## config.mk

```make
export PLATFORM = sky130hd
export DESIGN_NAME = score_bank_ctrl
export DESIGN_NICKNAME = d
export VERILOG_FILES = /design/src/rtl/score_pkg.sv /design/src/rtl/score_bank_ctrl_sat_add.sv /design/src/rtl/score_bank_ctrl.sv
export SDC_FILE = /design/constraint.sdc
export NUM_CORES = 1
export LEC_CHECK = 0
export CAP_MARGIN = 20
export CORE_ASPECT_RATIO = 0.6
export CORE_UTILIZATION = 23
export CTS_BUF_LIST = sky130_fd_sc_hd__clkbuf_4 sky130_fd_sc_hd__clkbuf_8
export DETAILED_ROUTE_END_ITERATION = 10
export PLACE_DENSITY_LB_ADDON = 0.15
export SLEW_MARGIN = 20
export SYNTH_ARGS = -nofsm -noshare
export SYNTH_HDL_FRONTEND = slang
export SYNTH_SLANG_ARGS = --single-unit
```

## constraint.sdc

```tcl
create_clock -name clock -period 1.9 [get_ports clock]
set_input_delay 0.285 -clock clock [delete_from_list [all_inputs] [get_ports clock]]
set_output_delay 0.285 -clock clock [all_outputs]
set_load 0.02 [all_outputs]
```

## src/rtl/score_pkg.sv

```systemverilog
// Shared definitions for the score bank controller: FSM state encoding and
// derivation of the reserved team-maximum slot and the saturated score value.
package score_pkg;

    typedef enum logic [2:0] {
        ST_CLEAR,
        ST_LOAD_MAX,
        ST_WAIT_USER,
        ST_LOAD_IND,
        ST_WAIT_AUTH,
        ST_PLAY,
        ST_WB_IND,
        ST_WB_MAX
    } state_t;

    function automatic int max_slot(input int id_w);
        return (1 << id_w) - 1;
    endfunction

    function automatic int score_max(input int score_w);
        return (1 << score_w) - 1;
    endfunction

endpackage

```

## src/rtl/score_bank_ctrl_sat_add.sv

```systemverilog
// Score plus level increment, clamped to the largest representable score.
module sat_add
    import score_pkg::*;
#(
    parameter int SCORE_W = 6,
    parameter int LEVEL_W = 4
) (
    input  logic [SCORE_W-1:0] a,
    input  logic [LEVEL_W-1:0] b,
    output logic [SCORE_W-1:0] sum,
    output logic               ovf
);

    logic [SCORE_W:0] wide;

    // One extra bit of headroom exposes the carry that triggers clamping.
    always_comb begin
        wide = {1'b0, a} + {{(SCORE_W + 1 - LEVEL_W){1'b0}}, b};
        ovf  = wide[SCORE_W];
        sum  = ovf ? SCORE_W'(score_max(SCORE_W)) : wide[SCORE_W-1:0];
    end

endmodule

```

## src/rtl/score_bank_ctrl.sv

```systemverilog
// Session controller for a per-user score RAM with a shared team-maximum slot.
//   state      | meaning
//   CLEAR      | sweep 0 into every RAM address
//   LOAD_MAX   | read the team maximum from the top slot
//   WAIT_USER  | idle, waiting for login or clear request
//   LOAD_IND   | read the logged-in user's score
//   WAIT_AUTH  | waiting for authentication or early logout
//   PLAY       | apply win/lose events, track maximum and display
//   WB_IND     | write the user's score back
//   WB_MAX     | write the team maximum back
module score_bank_ctrl
    import score_pkg::*;
#(
    parameter int ID_W    = 3,
    parameter int SCORE_W = 6,
    parameter int LEVEL_W = 4,
    parameter int RD_LAT  = 2
) (
    input  logic               clock,
    input  logic               rst,
    input  logic               login,
    input  logic [ID_W-1:0]    user_id,
    input  logic               auth,
    input  logic               logout,
    input  logic               win,
    input  logic               lose,
    input  logic [LEVEL_W-1:0] level_num,
    input  logic               disp_sel,
    input  logic               clear_req,
    input  logic [SCORE_W-1:0] ram_q,
    output logic [ID_W-1:0]    ram_addr,
    output logic [SCORE_W-1:0] ram_data,
    output logic               ram_wren,
    output logic [SCORE_W-1:0] disp,
    output logic               is_max,
    output logic               sat,
    output logic               busy
);

    localparam logic [ID_W-1:0] MAX_SLOT  = ID_W'(max_slot(ID_W));
    localparam int              WAIT_W    = $clog2(RD_LAT + 1);
    localparam logic [WAIT_W-1:0] WAIT_INIT = WAIT_W'(RD_LAT);

    state_t              state, state_d;
    logic [ID_W:0]       sweep, sweep_d;
    logic [WAIT_W-1:0]   wait_cnt, wait_d;
    logic [ID_W-1:0]     user, user_d;
    logic [SCORE_W-1:0]  ind_score, ind_d;
    logic [SCORE_W-1:0]  team_max, max_d;
    logic [ID_W-1:0]     addr_d;
    logic [SCORE_W-1:0]  data_d;
    logic                wren_d;
    logic [SCORE_W-1:0]  disp_d;
    logic                is_max_d;
    logic                sat_d;
    logic [SCORE_W-1:0]  win_sum;
    logic                win_ovf;

    sat_add #(
        .SCORE_W(SCORE_W),
        .LEVEL_W(LEVEL_W)
    ) u_sat_add (
        .a  (ind_score),
        .b  (level_num),
        .sum(win_sum),
        .ovf(win_ovf)
    );

    assign busy = !(state == ST_WAIT_USER || state == ST_PLAY);

    always_comb begin
        state_d  = state;
        sweep_d  = sweep;
        wait_d   = wait_cnt;
        user_d   = user;
        ind_d    = ind_score;
        max_d    = team_max;
        addr_d   = ram_addr;
        data_d   = ram_data;
        wren_d   = 1'b0;
        disp_d   = disp;
        is_max_d = is_max;
        sat_d    = sat;
        case (state)
            ST_CLEAR: begin
                // The extra MSB of sweep marks completion without wrapping to 0.
                if (sweep[ID_W]) begin
                    state_d = ST_LOAD_MAX;
                    addr_d  = MAX_SLOT;
                    wait_d  = WAIT_INIT;
                end else begin
                    addr_d  = sweep[ID_W-1:0];
                    data_d  = '0;
                    wren_d  = 1'b1;
                    sweep_d = sweep + (ID_W + 1)'(1);
                end
            end
            ST_LOAD_MAX: begin
                if (wait_cnt == '0) begin
                    max_d   = ram_q;
                    state_d = ST_WAIT_USER;
                end else begin
                    wait_d = wait_cnt - WAIT_W'(1);
                end
            end
            ST_WAIT_USER: begin
                if (clear_req) begin
                    state_d = ST_CLEAR;
                    sweep_d = '0;
                end else if (login && user_id != MAX_SLOT) begin
                    user_d  = user_id;
                    addr_d  = user_id;
                    wait_d  = WAIT_INIT;
                    state_d = ST_LOAD_IND;
                end
            end
            ST_LOAD_IND: begin
                if (wait_cnt == '0) begin
                    ind_d   = ram_q;
                    sat_d   = 1'b0;
                    state_d = ST_WAIT_AUTH;
                end else begin
                    wait_d = wait_cnt - WAIT_W'(1);
                end
            end
            ST_WAIT_AUTH: begin
                if (logout) begin
                    state_d = ST_LOAD_MAX;
                    addr_d  = MAX_SLOT;
                    wait_d  = WAIT_INIT;
                end else if (auth) begin
                    state_d = ST_PLAY;
                end
            end
            ST_PLAY: begin
                // Maximum tracking deliberately uses last cycle's ind_score.
                if (ind_score >= team_max) begin
                    max_d    = ind_score;
                    is_max_d = 1'b1;
                end else begin
                    is_max_d = 1'b0;
                end
                disp_d = disp_sel ? ind_score : team_max;
                if (logout) begin
                    state_d = ST_WB_IND;
                    addr_d  = user;
                    data_d  = ind_score;
                    wren_d  = 1'b1;
                end else if (lose) begin
                    ind_d = '0;
                end else if (win) begin
                    ind_d = win_sum;
                    if (win_ovf) sat_d = 1'b1;
                end
            end
            ST_WB_IND: begin
                state_d = ST_WB_MAX;
                addr_d  = MAX_SLOT;
                data_d  = (team_max >= ind_score) ? team_max : ind_score;
                wren_d  = 1'b1;
            end
            ST_WB_MAX: begin
                state_d = ST_LOAD_MAX;
                addr_d  = MAX_SLOT;
                wait_d  = WAIT_INIT;
            end
            default: state_d = ST_CLEAR;
        endcase
    end

    always_ff @(posedge clock) begin
        if (rst) begin
            state     <= ST_CLEAR;
            sweep     <= '0;
            wait_cnt  <= '0;
            user      <= '0;
            ind_score <= '0;
            team_max  <= '0;
            ram_addr  <= '0;
            ram_data  <= '0;
            ram_wren  <= 1'b0;
            disp      <= '0;
            is_max    <= 1'b0;
            sat       <= 1'b0;
        end else begin
            state     <= state_d;
            sweep     <= sweep_d;
            wait_cnt  <= wait_d;
            user      <= user_d;
            ind_score <= ind_d;
            team_max  <= max_d;
            ram_addr  <= addr_d;
            ram_data  <= data_d;
            ram_wren  <= wren_d;
            disp      <= disp_d;
            is_max    <= is_max_d;
            sat       <= sat_d;
        end
    end

endmodule

```

# Yosys cells after proc, flatten, opt, wreduce, memory -nomap -nowiden
# Cells that the tools add are included.
[op_classes] n_mux=47 n_lt_le_gt_ge=2 n_addsub=3 n_reduce_logical=23 eq_ne=26 bitwise_logic=1
[ops] cell="$mux 6" n=10
[ops] cell="$mux 3" n=13
[ops] cell="$ne 2x2->1 const B" n=12
[ops] cell="$pmux 3 s8" n=1
[ops] cell="$pmux 6 s2" n=2
[ops] cell="$pmux 6 s3" n=1
[ops] cell="$reduce_and 6->1" n=3
[ops] cell="$pmux 3 s5" n=1
[ops] cell="$eq 3x3->1 const B" n=4
[ops] cell="$ge 6x6->1" n=2
[ops] cell="$reduce_and 3->1" n=4
[ops] cell="$mux 2" n=5
[ops] cell="$pmux 2 s5" n=1
[ops] cell="$reduce_bool 5->1" n=2
[ops] cell="$ne 3x3->1 const B" n=3
[ops] cell="$mux 1" n=8
[ops] cell="$mux 4" n=2
[ops] cell="$pmux 4 s2" n=1
[ops] cell="$add 6x4->7" n=1
[ops] cell="$eq 3x2->1 const B" n=2
[ops] cell="$ne 2x1->1 const B" n=3
[ops] cell="$reduce_bool 2->1" n=3
[ops] cell="$reduce_and 5->1" n=1
[ops] cell="$add 4x1->4 const B" n=1
[ops] cell="15 further kinds" n=16
[totals] ff_bits=42 elab_cells=115 out_inout_bits=19 input_bits=22

# Logic depth before layout (Yosys ltp)
# Gate-level depths: netlist of the first run.
[logic_depth] depth_word=6 mapped_depth=9

# By module
# From an unflattened synthesis of the first run, not the netlist that was laid out.
[unflattened] cells_unflattened=310 hier_area_um2=2666.3
[by_module_without_submodules] mod="score_bank_ctrl" n_inst=1 seq_area_each_um2=840.8 area_per_inst_um2=2408.6 cells_per_inst=272
[by_module_without_submodules] mod="sat_add" n_inst=1 seq_area_each_um2=0.0 area_per_inst_um2=257.7 cells_per_inst=38

# Least setup slack after synthesis of the first run
# OpenSTA, ideal clock, no wires.
[synth_path] path_kind="flip-flop to flip-flop" from="register ind_score[5]" to="register ram_data[1]" path_slack_ns=-0.152 period_less_slack_ns=2.052 required_ns=1.809 arrival_ns=1.961 path_stages_with_launch=9 cell_sequence="dfxtp_1 buf_2 inv_1 ha_1 a21oi_1 o21ai_2 nor2_1 mux2_2 a311oi_1"
[synth_via] elab_chain_len=3
[synth_lines] item="from (decl)" line="score_bank_ctrl.sv:48" rtl="logic [SCORE_W-1:0] ind_score, ind_d;"
[synth_lines] item="from (signal assigned)" line="score_bank_ctrl.sv:190" rtl="ind_score <= ind_d;"
[synth_lines] item="$ge 6x6->1" line="score_bank_ctrl.sv:159" rtl="data_d = (team_max >= ind_score) ? team_max : ind_score;"
[synth_lines] item="$mux 6" line="score_bank_ctrl.sv:159"
[synth_lines] item="$pmux 6 s3" line="score_bank_ctrl.sv:84" rtl="case (state)"
[synth_lines] item="to (signal assigned)" line="score_bank_ctrl.sv:193" rtl="ram_data <= data_d;"
[synth_lines] item="to (decl)" line="score_bank_ctrl.sv:32" rtl="output logic [SCORE_W-1:0] ram_data,"
# No other way between the ends.
# A chain may end at the register's enable or synchronous reset.

# Worst setup path after layout of the first run
[layout_path] from="register ind_score[5]" to="register team_max[2]"
[layout_via] elab_chain_len=3
[layout_lines] item="$ge 6x6->1" line="score_bank_ctrl.sv:137" rtl="if (ind_score >= team_max) begin"
[layout_lines] item="$ne 2x1->1 (no source line)"
[layout_lines] item="$reduce_and 3->1 (no source line)"
[layout_lines] item="to (signal assigned)" line="score_bank_ctrl.sv:191" rtl="team_max <= max_d;"
[layout_lines] item="to (decl)" line="score_bank_ctrl.sv:49" rtl="logic [SCORE_W-1:0] team_max, max_d;"
# No other way between the ends.

==> flow_metrics.tcl, run 1 <==
set metrics [dict create \
    crit_buf_inv 4 \
    die_y_um 84.7 \
    power.leakage_nw 1.53 \
    clk_pin_slew_ps 100 \
    crit_arrival_ps 2110 \
    n_fill_cell 1142 \
    synth_edf_count 0 \
    cts-root-buf "clkbuf_8" \
    cts_tree "yes" \
    synth_ff_type "dfxtp_1" \
    status "finished with violations" \
    cts.sinks 42 \
    crit_type "reg2reg" \
    antenna_found_initial 0 \
    place_hpwl_mm 6.20 \
    final.setup_skew_ps 6.12 \
    yosysTopAreaCellShare 0.320 \
    instances_no_fill 547 \
    cpPeakStageDelay_ps 340 \
    ios 41 \
    finish.utilization 0.358 \
    clk_latency_ps 310 \
    grt_pass1_vias 2318 \
    finalSetupViolCount 2 \
    fin_setup_tns_ps -14.1 \
    powerDensity_nw_per_um2 1190 \
    slew_violations 0 \
    rsz0062_at_grt "yes" \
    synth.most_common_cell "nor2_1" \
    synth-seq-cells 42 \
    yosysSeqAreaShare 0.320 \
    slowest_stage "dfxtp_2" \
    grt_overflow 0 \
    htree_levels 2 \
    vdd_drop_max_mv 0.442 \
    cp_top_family "buffers and inverters" \
    core.rowCount 29 \
    seq_area_um2 856 \
    yosys.area.top_type "dfxtp_1" \
    grt_max_degree 21 \
    ys_async_sr_fraction 0 \
    synth_area_um2 2620 \
    dr.pass1.iters 4 \
    dieWidth_um 140 \
    wire_per_inst_um 14.9 \
    grt.total_usage 0.143 \
    hold_buffers 0 \
    drive_gt1_frac 0.309 \
    synth_common_cells "48 x nor2_1, 42 x dfxtp_1, 39 x nand2_1, 19 x a21oi_1" \
    place_inst 534 \
    hold_path.class "reg2reg" \
    yosys-top-cells-area "dfxtp_1 32%, nor2_1 6.9%, ha_1 5.7%" \
    ant_nets 0 \
    synth_nets 358 \
    vias 2591 \
    initial_utilization 0.243 \
    ys_warn_count 0 \
    layout.nets 442 \
    endpoint_kind "flip-flop" \
    syn_inst 323 \
    hold_viol_final 0 \
    first_iter_violations 166 \
    period_needed_ps 1910 \
    tightestPinTransition_ps 472 \
    cts_buffers 5 \
    wl_mm 8.16 \
    via_per_inst 4.74 \
    start_kind "flip-flop" \
    worstPathRequired_ps 2100 \
    grt_pass1_wl_mm 12.9 \
    coreArea_um2 10800 \
    portBuffers 40 \
    area_delta_synth_final_pct 47.7 \
    min_period_over_period 1.01 \
    antenna_cells 0 \
    violations "negative setup slack" \
    hold_ws_ps 480 \
    ys_types 56 \
    die_area_um2 11900 \
    path_max_fanout 6 \
    avgSynthCellArea_um2 8.12 \
    clockBufferDepth 2 \
    slew-limit-headroom 0.678 \
    route.detailed.drc 0 \
    gp_congestion 0.817 \
    path_cells "inv_2, ha_4, nand4_1, buf_4, o31a_1, o32ai_4, clkbuf_16, buf_6, a311oi_2" \
    drv_cap 0 \
    multi_input_area_um2 1800 \
    fin_ws_ps -9.73 \
    fmax_mhz 524 \
]
what timing repair did:
action                     4_1_cts  5_1_grt
setup endpoints to repair       18       18
gates resized for setup         13       39
setup buffers                    2        2
cloned                           0        1
pin swaps                        2       23
per-layer routing:
layer  part of all wire  global-route usage  up-vias  routed length, µm
li1                   -                   -     1343                  -
met1               0.59               0.247     1171               4840
met2               0.33               0.160       69               2700
met3              0.068              0.0365        8                558
met4             0.0067              0.0300        0                 55
met5                  0                   0        -                  0
sequential cells by signal (all words and copies together) (netlist names):
register / flops
team_max: 6
ram_addr: 3
state: 3
sweep: 4
disp: 6
user: 3
sat: 1
ram_data: 6
ram_wren: 1
wait_cnt: 2
is_max: 1
ind_score: 6
final cells by class:
cell class / instances / area share
timing repair buffer: 99 / 0.234
clock inverter: 3 / 0.00549
tap: 139 / 0.0449
sequential: 42 / 0.221
inverter: 14 / 0.0136
clock buffer: 5 / 0.0178
multi-input combinational: 245 / 0.464
logic make-up after synthesis:
logic type	Yosys count	synth area share
mux	15	0.0596
flops	42	0.320
fa+ha+maj	13	0.0649
simple gates	124	0.217
buf+inv	36	0.0682
xor+xnor	3	0.0100
compound gates	90	0.259
where the power goes:
part	switching (W)	internal (W)	total, W
combinational	0.00141	0.00133	0.00274
sequential	0.000152	0.00109	0.00124
clock	0.000378	0.000259	0.000637
final timing paths:
check                            startpoint                  endpoint  slack [ps]  cells past startpoint
setup / recovery  ind_score[5]$_SDFFE_PP0P_  team_max[2]$_SDFFE_PP0P_         -10                      9
hold / removal     wait_cnt[0]$_SDFFE_PP0P_  wait_cnt[0]$_SDFFE_PP0P_         480                      1
setup reg to reg  ind_score[5]$_SDFFE_PP0P_  team_max[2]$_SDFFE_PP0P_         -10                      9
hold reg to reg    wait_cnt[0]$_SDFFE_PP0P_  wait_cnt[0]$_SDFFE_PP0P_         480                      1
through the flow:
step                      instance area, µm²  power [W]  setup slack [ps]
after floorplan                         2630    0.00269             -6.11
after global placement                  3520    0.00369              -390
after detailed placement                3520    0.00370              -446
after CTS                               3670    0.00441             -19.0
after global routing                    3880    0.00499             -83.2
final                                   3880    0.00462             -9.73
cell usage in the layout (no fill, tap or decap), types with 3 or more instances in the layout:
| cell | Yosys | final |
|---|---|---|
| ha_1 | 12 | 5 |
| buf_4 | 4 | 53 |
| a21o_1 | 3 | 3 |
| mux2_4 | 0 | 5 |
| buf_12 | 0 | 3 |
| o21ai_2 | 3 | 3 |
| a311oi_2 | 4 | 9 |
| nand2b_1 | 5 | 5 |
| ha_4 | 0 | 6 |
| mux2i_1 | 10 | 10 |
| nor2_1 | 48 | 44 |
| nor3_1 | 13 | 11 |
| inv_2 | 1 | 4 |
| dfxtp_2 | 0 | 9 |
| a311oi_1 | 12 | 7 |
| o21ai_0 | 12 | 11 |
| a21oi_1 | 19 | 15 |
| a221oi_1 | 3 | 3 |
| dfxtp_1 | 42 | 32 |
| a31oi_1 | 5 | 5 |
| clkdlybuf4s50_1 | 0 | 38 |
| a211oi_1 | 10 | 10 |
| nand2_1 | 39 | 38 |
| a21oi_2 | 0 | 3 |
| nor2_2 | 2 | 5 |
| clkbuf_8 | 0 | 5 |
| nand3_1 | 3 | 3 |
| inv_1 | 13 | 10 |
Note: power is estimated with default switching activity, not from simulation.
==> inputs of run 2 (changes only) <==
--- a/config.mk
+++ b/config.mk
@@ -10,7 +10,7 @@
 export CORE_UTILIZATION = 23
 export CTS_BUF_LIST = sky130_fd_sc_hd__clkbuf_4 sky130_fd_sc_hd__clkbuf_8
 export DETAILED_ROUTE_END_ITERATION = 10
-export PLACE_DENSITY_LB_ADDON = 0.15
+export GPL_TIMING_DRIVEN = 1
 export SLEW_MARGIN = 20
 export SYNTH_ARGS = -nofsm -noshare
 export SYNTH_HDL_FRONTEND = slang
==> run 2 against run 1 <==
Cell count grew 0.73%. Non-clock buffer count up 4. Highest routed layer unchanged. Register-to-register slack lost 90 ps. Critical endpoint is now team_max[0]$_SDFFE_PP0P_. The run still ends with negative setup slack left. Global-route usage down 0.062 points. Sequential share of layout area fell by 0.22 points.
==> flow_metrics.tcl, run 2 (synthesized netlist as in run 1, its figures left out) <==
set metrics [dict create \
    power.leakage_nw 1.54 \
    die_y_um 84.7 \
    powerDensity_nw_per_um2 1260 \
    final.setup_skew_ps 15.1 \
    worstPathRequired_ps 2130 \
    mostFrequentLayoutCell "buf_4" \
    grt_max_degree 39 \
    grt.total_usage 0.143 \
    core.rowCount 29 \
    clockBufferDepth 2 \
    grt_overflow 0 \
    drv_cap 0 \
    crit_type "reg2reg" \
    clk_latency_ps 310 \
    first_iter_violations 247 \
    dr.pass1.iters 4 \
    dieWidth_um 140 \
    slew_violations 0 \
    cts.sinks 42 \
    route.detailed.drc 0 \
    status "finished with violations" \
    min_period_over_period 1.05 \
    n_fill_cell 1109 \
    die_area_um2 11900 \
    htree_levels 2 \
    drive_gt1_frac 0.296 \
    layout_common_cells "56 x buf_4, 45 x nor2_1, 39 x nand2_1, 39 x clkdlybuf4s50_1, 35 x dfxtp_1" \
    place_hpwl_mm 6.23 \
    wl_mm 8.25 \
    endpoint_kind "flip-flop" \
    gp_congestion 0.846 \
    grt_pass1_wl_mm 13.1 \
    fmax_mhz 501 \
    cts_tree "yes" \
    finalSetupViolCount 7 \
    cts_buffers 5 \
    ios 41 \
    ant_nets 0 \
    via_per_inst 4.93 \
    grt_pass1_vias 2430 \
    clk_pin_slew_ps 100 \
    vias 2719 \
    violations "negative setup slack" \
    hold_viol_final 0 \
    hold_buffers 0 \
    crit_arrival_ps 2230 \
    start_kind "flip-flop" \
    coreArea_um2 10800 \
    finish.utilization 0.360 \
    period_needed_ps 2000 \
    area_delta_synth_final_pct 48.2 \
    place_inst 534 \
    fin_ws_ps -95.3 \
    vdd_drop_max_mv 0.456 \
    path_max_fanout 5 \
    layout.nets 446 \
    cts-root-buf "clkbuf_8" \
    portBuffers 40 \
    instances_no_fill 551 \
    rsz0062_at_grt "yes" \
    hold_path.class "reg2reg" \
    initial_utilization 0.243 \
    tightestPinTransition_ps 448 \
    slew-limit-headroom 0.694 \
    antenna_cells 0 \
    antenna_found_initial 0 \
    wire_per_inst_um 15.0 \
]
run 2: cell types whose count changed in the layout (fill, tap and decap cells not counted), moves of 2 or more:
cell | before | now
ha_4 | 6 | 3
dfxtp_1 | 32 | 35
dfxtp_2 | 9 | 7
ha_1 | 5 | 8
buf_4 | 53 | 56
a21oi_4 | 1 | 3
a21oi_1 | 15 | 13
nor2_2 | 5 | 3
buf_6 | 2 | 4
run 2: worst max-delay path, stage by stage, from the launching register on:
cell and delay [ps]:
dfxtp_2 340, inv_2 60, ha_4 270, nand4_1 140, buf_4 180, o31a_1 270
o32ai_4 230, buf_12 170, nor2_4 30, a311oi_2 230
run 2: area by class of cell:
cell class | count | area [µm²] | share of cell area
inverter | 14 | 52.6 | 0.0135
tap | 139 | 174 | 0.0447
clock buffer | 5 | 68.8 | 0.0177
clock inverter | 3 | 25.0 | 0.00644
sequential | 42 | 850 | 0.219
timing repair buffer | 103 | 930 | 0.239
multi-input combinational | 245 | 1790 | 0.460
run 2: routing by layer:
metal	routed length [µm]	share of wire	vias to the layer above	GRT usage
met5	0	0	-	0
met4	49	0.0059	0	0.0360
met3	700	0.085	4	0.0268
met2	3010	0.36	94	0.179
met1	4490	0.54	1267	0.234
li1	-	-	1354	-
run 2: stage by stage:
step	TNS [ps]	hold slack, ps	total power (W)	cell area (µm²)	setup WS (ps)
global route	-850	508	0.00522	3890	-141
floorplan	-24.4	402	0.00269	2630	-6.11
finish	-425	468	0.00490	3890	-95.3
global placement	-2680	447	0.00355	3500	-360
detailed placement	-3270	459	0.00363	3500	-397
CTS	0	473	0.00444	3690	2.08
run 2: timing repair:
action,in CTS,in global routing
setup buffers,4,4
pin swaps,8,17
endpoints found under the setup margin,18,16
resized for setup,15,32
gates cloned,0,1
endpoints found under the hold margin,0,0
run 2: path summary, 6_finish.rpt:
path	start	end	slack, ps	cells after the start
setup / recovery	ind_score[5]$_SDFFE_PP0P_	team_max[0]$_SDFFE_PP0P_	-100	9
setup reg to reg	ind_score[5]$_SDFFE_PP0P_	team_max[0]$_SDFFE_PP0P_	-100	9
hold / removal	wait_cnt[0]$_SDFFE_PP0P_	wait_cnt[0]$_SDFFE_PP0P_	470	1
hold reg to reg	wait_cnt[0]$_SDFFE_PP0P_	wait_cnt[0]$_SDFFE_PP0P_	470	1
run 2: power breakdown:
part           switching, W  internal [W]
clock network      0.000366      0.000266
logic               0.00152       0.00150
registers          0.000160       0.00108
==> inputs of run 3 (changes only) <==
--- a/config.mk
+++ b/config.mk
@@ -11,6 +11,7 @@
 export CTS_BUF_LIST = sky130_fd_sc_hd__clkbuf_4 sky130_fd_sc_hd__clkbuf_8
 export DETAILED_ROUTE_END_ITERATION = 10
 export GPL_TIMING_DRIVEN = 1
+export REMOVE_ABC_BUFFERS = 1
 export SLEW_MARGIN = 20
 export SYNTH_ARGS = -nofsm -noshare
 export SYNTH_HDL_FRONTEND = slang
==> run 3 against run 2 <==
The flow still finishes with violations (negative setup slack). Fmax up 1.5%. Setup slack better by 30 ps. Clock power is 19% higher. Via count down 0.77%. First-iteration DRC count down 30%. Highest routed layer unchanged.
==> flow_metrics.tcl, run 3 (synthesized netlist as in run 1, its figures left out) <==
set metrics [dict create \
    status "finished with violations" \
    violations "negative setup slack" \
    initial_utilization 0.243 \
    crit_arrival_ps 2180 \
    n_fill_cell 1108 \
    fin_ws_ps -65.0 \
    first_iter_violations 173 \
    period_needed_ps 1960 \
    clk_pin_slew_ps 100 \
    cts.sinks 42 \
    wire_per_inst_um 15.5 \
    route.detailed.drc 0 \
    place_hpwl_mm 6.20 \
    antenna_cells 0 \
    powerDensity_nw_per_um2 1280 \
    mostFrequentLayoutCell "buf_4" \
    layout.nets 443 \
    wl_mm 8.49 \
    path_max_fanout 6 \
    cts_buffers 5 \
    endpoint "team_max[1]$_SDFFE_PP0P_" \
    power.leakage_nw 1.54 \
    gp_congestion 0.865 \
    antenna_found_initial 0 \
    crit_type "reg2reg" \
    clockBufferDepth 2 \
    worst_r2r_startpoint "ind_score[5]$_SDFFE_PP0P_" \
    slew-limit-headroom 0.588 \
    dieWidth_um 140 \
    drv_cap 0 \
    die_area_um2 11900 \
    core.rowCount 29 \
    hold_viol_final 0 \
    ios 41 \
    finish.utilization 0.362 \
    hold_path.class "reg2reg" \
    grt_pass1_vias 2417 \
    endpoint_kind "flip-flop" \
    grt_max_degree 23 \
    via_per_inst 4.92 \
    grt_pass1_wl_mm 12.8 \
    die_y_um 84.7 \
    reg2reg_to "team_max[1]$_SDFFE_PP0P_" \
    fmax_mhz 509 \
    grt_overflow 0 \
    min_period_over_period 1.03 \
    final.setup_skew_ps 9.41 \
    area_delta_synth_final_pct 49.3 \
    fin_setup_tns_ps -255 \
    slew_violations 0 \
    cts_tree "yes" \
    r2r_slack_ps -60 \
    crit_start "ind_score[5]$_SDFFE_PP0P_" \
    rsz0062_at_grt "yes" \
    layout_common_cells "53 x buf_4, 43 x nor2_1, 38 x clkdlybuf4s50_1, 37 x nand2_1, 36 x dfxtp_1" \
    cts-root-buf "clkbuf_8" \
    finalSetupViolCount 7 \
    grt.total_usage 0.138 \
    reg2reg_depth 9 \
    coreArea_um2 10800 \
    vias 2698 \
    start_kind "flip-flop" \
    drive_gt1_frac 0.308 \
    vdd_drop_max_mv 0.507 \
    tightestPinTransition_ps 618 \
    htree_levels 2 \
    worstPathRequired_ps 2120 \
    clk_latency_ps 310 \
    portBuffers 40 \
    ant_nets 0 \
    dr.pass1.iters 4 \
]
run 3: changes by cell type in the layout (fill, tap and decap cells not counted), sizes merged:
cell / change
buf: -3
bufinv: +1
clkdlybuf4s50: -1
clkinvlp: -1
dlymetal6s2s: +1
run 3: worst min-delay path by stage:
stage	start	slack [ps]	end	cells past startpoint
final	wait_cnt[0]$_SDFFE_PP0P_	470	wait_cnt[0]$_SDFFE_PP0P_	1
after global routing	wait_cnt[1]$_SDFFE_PP0P_	500	wait_cnt[1]$_SDFFE_PP0P_	1
after CTS	wait_cnt[0]$_SDFFE_PP0P_	470	wait_cnt[0]$_SDFFE_PP0P_	1
after detailed placement	wait_cnt[0]$_SDFFE_PP0P_	460	wait_cnt[0]$_SDFFE_PP0P_	1
after global placement	wait_cnt[1]$_SDFFE_PP0P_	450	wait_cnt[1]$_SDFFE_PP0P_	1
after floorplan	rst	350	ind_score[4]$_SDFFE_PP0P_	1
run 3: metrics by stage:
| step | total power, W | instances | setup slack [ps] | area, µm² | hold WS, ps |
|---|---|---|---|---|---|
| 5_1_grt | 0.00529 | 548 | -150 | 3920 | 497 |
| 3_3_place_gp | 0.00350 | 531 | -357 | 3450 | 447 |
| 4_1_cts | 0.00447 | 540 | 7.53 | 3670 | 471 |
| 6_report | 0.00500 | 548 | -65.0 | 3920 | 471 |
| 2_1_floorplan | 0.00255 | 301 | -146 | 2500 | 353 |
| 3_5_place_dp | 0.00356 | 531 | -466 | 3450 | 456 |
run 3: metal layers:
metal  GRT usage  wire, µm  up-vias
met4      0.0240        42        0
met2       0.186      3330       74
met3      0.0274       475        6
met5           0         0        -
li1            -         -     1343
met1       0.220      4640     1275
run 3: report_power, final:
group	internal (W)	switching, W	total, W
sequential	0.00108	0.000161	0.00124
combinational	0.00149	0.00152	0.00301
clock	0.000395	0.000355	0.000750
run 3: critical path: stages (launching register included):
cell      delay, ps
dfxtp_2         360
inv_4            50
ha_4            270
nand4_1         120
buf_4           170
o31a_1          270
o32ai_4         200
buf_12          170
nor2_2           40
a311oi_2        220
run 3: layout make-up:
class                      instances  area [µm²]  area share
clock buffer                       5        68.8      0.0176
sequential                        42         851       0.217
inverter                          14        55.1      0.0141
clock inverter                     3        43.8      0.0112
multi-input combinational        245        1820       0.463
tap                              139         174      0.0444
timing repair buffer             100         910       0.232
run 3: timing repair:
item / in CTS / in global routing
gates cloned: 0 / 1
pin swaps: 2 / 28
hold buffers: 0 / 0
buffers inserted: 1 / 7
resized for setup: 20 / 39
endpoints found under the hold margin: 0 / 0
endpoints found under the setup margin: 18 / 17
